[src/rtl/iter_mul_if.sv]
// ---------------------------------------------------------------------------
// iter_mul_if
// Operand/result handshake bundle between the execute stage and the
// sequential shift-add multiplier.
//   in_valid / in_ready   : operand pair handshake (op_a, op_x, apx)
//   out_valid / out_ready : result handshake (result)
//   busy                  : unit is working or holding a result
// Modports: master = issuing/writeback side, slave = multiplier.
// ---------------------------------------------------------------------------
interface iter_mul_if #(
    parameter int XLEN = 32
);
    logic            in_valid;
    logic            in_ready;
    logic [XLEN-1:0] op_a;
    logic [XLEN-1:0] op_x;
    logic            apx;
    logic            out_valid;
    logic            out_ready;
    logic [XLEN-1:0] result;
    logic            busy;

    modport master (
        output in_valid, op_a, op_x, apx, out_ready,
        input  in_ready, out_valid, result, busy
    );

    modport slave (
        input  in_valid, op_a, op_x, apx, out_ready,
        output in_ready, out_valid, result, busy
    );
endinterface

[src/rtl/iter_mul_unit.sv]
// ---------------------------------------------------------------------------
// iter_mul_unit
// Sequential shift-add multiplier beside the single-cycle ALU. Accepts one
// operand pair, iterates one multiplier bit per clock and returns the low
// XLEN bits of the product through a valid/ready handshake.
//
// Ports:
//   clk    : clock, rising edge
//   reset  : synchronous, active-high
//   mul    : iter_mul_if.slave (in_valid/in_ready, op_a, op_x, apx,
//            out_valid/out_ready, result, busy)
//
// Build option:
//   MUL_APX_EN : when defined, apx=1 at accept skips the low APX_TRUNC
//                multiplier bits (latency XLEN-APX_TRUNC). When undefined,
//                apx is ignored and every operation is exact.
// ---------------------------------------------------------------------------
module iter_mul_unit #(
    parameter int XLEN      = 32,
    parameter int APX_TRUNC = 8
) (
    input  logic          clk,
    input  logic          reset,
    iter_mul_if.slave     mul
);

    localparam int CNT_W = $clog2(XLEN + 1);

    typedef enum logic [1:0] {
        IDLE = 2'd0,
        RUN  = 2'd1,
        DONE = 2'd2
    } state_t;

    state_t            state;
    logic [XLEN-1:0]   acc;
    logic [XLEN-1:0]   mcand;
    logic [XLEN-1:0]   mplier;
    logic [CNT_W-1:0]  cnt;
    logic              in_ready_q;
    logic              out_valid_q;
    logic              busy_q;

    // Modular accumulate: overflow beyond XLEN bits is dropped on purpose.
    function automatic logic [XLEN-1:0] add_wrap(input logic [XLEN-1:0] a,
                                                 input logic [XLEN-1:0] b);
        return a + b;
    endfunction

`ifndef MUL_APX_EN
    // apx is part of the bundle but has no function in the exact-only build.
    logic unused_apx;
    assign unused_apx = mul.apx;
`endif

    always_ff @(posedge clk) begin
        if (reset) begin
            state       <= IDLE;
            acc         <= '0;
            mcand       <= '0;
            mplier      <= '0;
            cnt         <= '0;
            in_ready_q  <= 1'b1;
            out_valid_q <= 1'b0;
            busy_q      <= 1'b0;
        end else begin
            case (state)
                IDLE: begin
                    if (mul.in_valid) begin
                        acc        <= '0;
`ifdef MUL_APX_EN
                        if (mul.apx) begin
                            // Pre-shift so the low multiplier bits are never visited.
                            mcand  <= mul.op_a << APX_TRUNC;
                            mplier <= mul.op_x >> APX_TRUNC;
                            cnt    <= CNT_W'(XLEN - APX_TRUNC);
                        end else begin
                            mcand  <= mul.op_a;
                            mplier <= mul.op_x;
                            cnt    <= CNT_W'(XLEN);
                        end
`else
                        mcand      <= mul.op_a;
                        mplier     <= mul.op_x;
                        cnt        <= CNT_W'(XLEN);
`endif
                        state      <= RUN;
                        in_ready_q <= 1'b0;
                        busy_q     <= 1'b1;
                    end
                end

                RUN: begin
                    if (mplier[0]) begin
                        acc <= add_wrap(acc, mcand);
                    end
                    mcand  <= mcand << 1;
                    mplier <= mplier >> 1;
                    cnt    <= cnt - CNT_W'(1);
                    // Last iteration happens on this edge; result is final after it.
                    if (cnt == CNT_W'(1)) begin
                        state       <= DONE;
                        out_valid_q <= 1'b1;
                    end
                end

                DONE: begin
                    if (mul.out_ready) begin
                        state       <= IDLE;
                        out_valid_q <= 1'b0;
                        busy_q      <= 1'b0;
                        in_ready_q  <= 1'b1;
                    end
                end

                default: begin
                    state       <= IDLE;
                    in_ready_q  <= 1'b1;
                    out_valid_q <= 1'b0;
                    busy_q      <= 1'b0;
                end
            endcase
        end
    end

    assign mul.in_ready  = in_ready_q;
    assign mul.out_valid = out_valid_q;
    assign mul.busy      = busy_q;
    assign mul.result    = acc;

endmodule

[src/flat_wrapper.sv]
// flat-port wrapper written by rule: the top's interface ports become plain ports
module iter_mul_unit_flat 
#(
    parameter int XLEN      = 32,
    parameter int APX_TRUNC = 8
)
  (clk, reset, mul_in_valid, mul_op_a, mul_op_x, mul_apx, mul_out_ready, mul_in_ready, mul_out_valid, mul_result, mul_busy);
  iter_mul_if #(.XLEN(XLEN)) mul_i ();
  input  logic clk;
  input  logic reset;
  input wire logic [$bits(mul_i.in_valid)-1:0] mul_in_valid;
  input wire logic [$bits(mul_i.op_a)-1:0] mul_op_a;
  input wire logic [$bits(mul_i.op_x)-1:0] mul_op_x;
  input wire logic [$bits(mul_i.apx)-1:0] mul_apx;
  input wire logic [$bits(mul_i.out_ready)-1:0] mul_out_ready;
  output wire logic [$bits(mul_i.in_ready)-1:0] mul_in_ready;
  output wire logic [$bits(mul_i.out_valid)-1:0] mul_out_valid;
  output wire logic [$bits(mul_i.result)-1:0] mul_result;
  output wire logic [$bits(mul_i.busy)-1:0] mul_busy;
  assign mul_i.in_valid = mul_in_valid;
  assign mul_i.op_a = mul_op_a;
  assign mul_i.op_x = mul_op_x;
  assign mul_i.apx = mul_apx;
  assign mul_i.out_ready = mul_out_ready;
  assign mul_in_ready = mul_i.in_ready;
  assign mul_out_valid = mul_i.out_valid;
  assign mul_result = mul_i.result;
  assign mul_busy = mul_i.busy;
  iter_mul_unit #(.XLEN(XLEN), .APX_TRUNC(APX_TRUNC)) u_core (.clk(clk), .reset(reset), .mul(mul_i));
endmodule
[config.mk]
export PLATFORM = sky130hd
export DESIGN_NAME = iter_mul_unit_flat
export DESIGN_NICKNAME = d
export VERILOG_FILES = /design/src/rtl/iter_mul_if.sv /design/src/rtl/iter_mul_unit.sv /design/src/flat_wrapper.sv
export SDC_FILE = /design/constraint.sdc
export NUM_CORES = 1
export LEC_CHECK = 0
export BUFFER_PORTS_ARGS = -buffer_cell sky130_fd_sc_hd__buf_2
export CELL_PAD_IN_SITES_DETAIL_PLACEMENT = 0
export CELL_PAD_IN_SITES_GLOBAL_PLACEMENT = 2
export CORE_ASPECT_RATIO = 0.8
export CORE_MARGIN = 1
export CORE_UTILIZATION = 30
export DETAILED_ROUTE_END_ITERATION = 16
export GPL_TIMING_DRIVEN = 0
export PLACE_DENSITY_LB_ADDON = 0.1
export SYNTH_ARGS = -nofsm -noshare
export SYNTH_HDL_FRONTEND = slang
export SYNTH_SLANG_ARGS = --single-unit
[constraint.sdc]
create_clock -name clk -period 2.7 [get_ports clk]
set_input_delay 0.675 -clock clk [delete_from_list [all_inputs] [get_ports clk]]
set_output_delay 0.675 -clock clk [all_outputs]
set_load 0.05 [all_outputs]
==> flow_metrics.tcl <==
set metrics [dict create \
    status "complete, but fails checks" \
    violations "setup timing" \
    finalSetupViolCount 5 \
    p_int_mw 2.511 \
    rsz0062_at_grt "true" \
    firstDrtPassIters 4 \
    grt-ovfl-total 0 \
    worst_slack_ps -166.5 \
    cp_slowest_cell "ha_1" \
    vias_per_cell 5.154 \
    final_cell_mix "buf_2, a21oi_1, dfxtp_1" \
    clockRootBuffer "clkbuf_16" \
    clkPwrFrac 0.365 \
    cts_tree "yes" \
    area_delta_synth_final_pct 26.30 \
    die_h_um 123.7 \
    ys_top_cells_by_area "dfxtp_1, a22oi_1, a21oi_1, ha_1, nand2_1" \
    gp_congestion 0.7891 \
    synth_top_family_by_area "compound AO/OA/AOI/OAI gates" \
    p_per_area_nw_per_um2 515.3 \
    synth.distinct_cells 58 \
    syn_area_sq_um 5553 \
    synth_fa_ha_area_frac 0.07796 \
    synthXorXnorAreaFrac 0.04101 \
    grt_max_degree 20 \
    p_comb_frac 0.156 \
    crit_path_max_fanout 6 \
    hold_buffers 0 \
    ys.flop_type "dfxtp_1" \
    path_class "flop to flop" \
    grt.total_usage 0.1797 \
    avgRoutedWirePerCell_um 16.36 \
    clk_path_buf_depth 2 \
    slew_headroom 0.5071 \
    portBuffers 102 \
    post-route-period-util 1.062 \
    grt_use_met1 0.2528 \
    worst_hold_slack_ps 459.0 \
    grt_pass1_wl_um 26520 \
    diodes 0 \
    dr_total_vias 5283 \
    drt_iter0_markers 309 \
    yosys.area_share.simple 0.1469 \
    cts.htree.levels 3 \
    ios 104 \
    synth-seq-cells 107 \
    dp_cells 987 \
    p_leak_nw 2.885 \
    synth_compound_area_frac 0.3076 \
    pre_cts_slack_ps -447.1 \
    design.die.area_sq_um 19060 \
    pwr-share-seq 0.479 \
    synth_fp_nets 758 \
    drc 0 \
    synthArstFlopShare 0 \
    dp_hpwl_um 12360 \
    endpoint_kind "flop" \
    start_util 0.3066 \
    cts_buffers 9 \
    skew_ps 9.258 \
    postRouteWirelength_um 16770 \
    report.final.slew_viol_count 0 \
    layout_commonest_cell "buf_2" \
    fp.dieW_um 154.1 \
    synthCells 655 \
    final_net_count 893 \
    synth_edf_count 0 \
    grt_pass1_vias 5022 \
    start_kind "flop" \
    synth_area_leader_cell "dfxtp_1" \
    p_total_mw 3.614 \
    drtAntennaViolNets 0 \
    worst_slew_pin_slew_ps 735.4 \
    core-area_sq_um 18110 \
    crit_path_max_incr_delay_ps 390 \
    cap_violations 0 \
    finalSetupTns_ps -415.6 \
    swShare 0.3051 \
    clock_latency_ps 370 \
    synth_top_area_share 0.3858 \
    required_ps 2960 \
    antenna_found_initial 0 \
    synth_mux_area_frac 0.005633 \
    final_cells 1025 \
    met2_usage 0.2753 \
    grt.busiest_layer "met2" \
    rows 44 \
    hold_viol 0 \
    use_met3 0.03688 \
    fmax_mhz 348.9 \
    critPathArrivalTime_ps 3120 \
    hp-class "flop to flop" \
    irDropWorstVdd_mv 0.2502 \
    synth_seq_area_share 0.3858 \
    yosysWarnings 0 \
    drive_gt1_frac 0.2503 \
    period_needed_ps 2867 \
    clock_sinks 107 \
    cts.clk_slew.worst_paths_ps 80 \
    crit_chain "ha_1, a21o_1, a21o_1, a21oi_2, o21ai_1, a21oi_2, o32ai_4, a31o_1, a211o_1, a31oi_2, xnor2_1, a22o_1" \
    syn_avg_cell_area_sq_um 8.478 \
    switching_power_mw 1.103 \
]
-- state kept, by name, indices dropped and copies added, names as in the netlist --
name and flops:
u_core.mcand 32, u_core.mplier 32, u_core.mul.result 32, u_core.cnt 6, u_core.state 2, u_core.mul.busy 1
u_core.mul.in_ready 1, u_core.mul.out_valid 1
-- worst max-delay path: cells and delay by family (launching register included) --
family,cells,cell delay [ps]
AOI/OAI and AO/OA,10,1940
DFF,1,340
xor gates and xnor gates,1,100
adders and majority gates,1,390
-- timing repair --
item                                    in CTS  in global routing
gates resized for setup                     14                 13
pin swaps                                   22                 24
buffers inserted                            13                 10
endpoints found under the setup margin      14                 14
-- synth_stat cells (3+ instances only) --
cell type / number
dfxtp_1: 107
a21oi_1: 95
nand2_1: 82
a22oi_1: 77
nor2_1: 49
clkbuf_1: 40
ha_1: 33
xnor2_1: 15
a22o_1: 13
a21o_1: 12
inv_1: 11
nand3_1: 11
xor2_1: 11
o21ai_0: 8
nand2b_1: 7
and2_1: 5
nor2b_1: 5
nor4_1: 5
a211oi_1: 4
nand4_1: 4
nor3_1: 4
a21oi_2: 3
a31o_1: 3
a31oi_1: 3
o211ai_1: 3
o21ai_1: 3
or2_2: 3
-- power groups by stage --
stage / sequential, mW / combinational (mW) / clock, mW
after floorplan: 1.76 / 0.354 / 0
after global placement: 1.77 / 0.541 / 0
after detailed placement: 1.77 / 0.551 / 0
after CTS: 1.73 / 0.558 / 1.38
after global routing: 1.74 / 0.634 / 1.42
final: 1.73 / 0.566 / 1.32
-- cell families after synthesis --
kind of cell	count (synthesis)
and+or+nand+nor	184
muxes	3
xor gates and xnor gates	26
adders and majority gates	34
buffers and inverters	52
DFF	107
AOI/OAI and AO/OA	249
-- layer usage --
layer,share of wire,vias to the layer above
met5,0,-
met2,0.43,109
met3,0.044,16
met1,0.51,2477
met4,0.014,0
li1,-,2681
-- area by class of cell --
type | instances | area [sq um]
Buffer | 40 | 150.1
Multi-Input combinational cell | 496 | 3358
Clock inverter | 7 | 58.81
Tap cell | 230 | 287.8
Clock buffer | 9 | 225.2
Fill cell | 1896 | 11100
Inverter | 11 | 41.29
Sequential cell | 107 | 2197
Timing Repair Buffer | 125 | 694.4
-- worst paths after layout --
check,start,end,slack (ps),cells after the start
max,u_core.mul.result[15],u_core.mul.result[30],-170,12
min,u_core.mplier[21],u_core.mplier[21],460,2
max reg2reg,u_core.mul.result[15],u_core.mul.result[30],-170,12
min reg2reg,u_core.mplier[21],u_core.mplier[21],460,2
-- stage by stage --
step / utilization / area, sq um
after floorplan: - / 5649
after CTS: 0.3804 / 6889
after global routing: 0.3872 / 7013
after detailed placement: 0.3560 / 6447
final: 0.3872 / 7013
after global placement: 0.3560 / 6447
No activity file was read; power rests on OpenSTA's default activity.
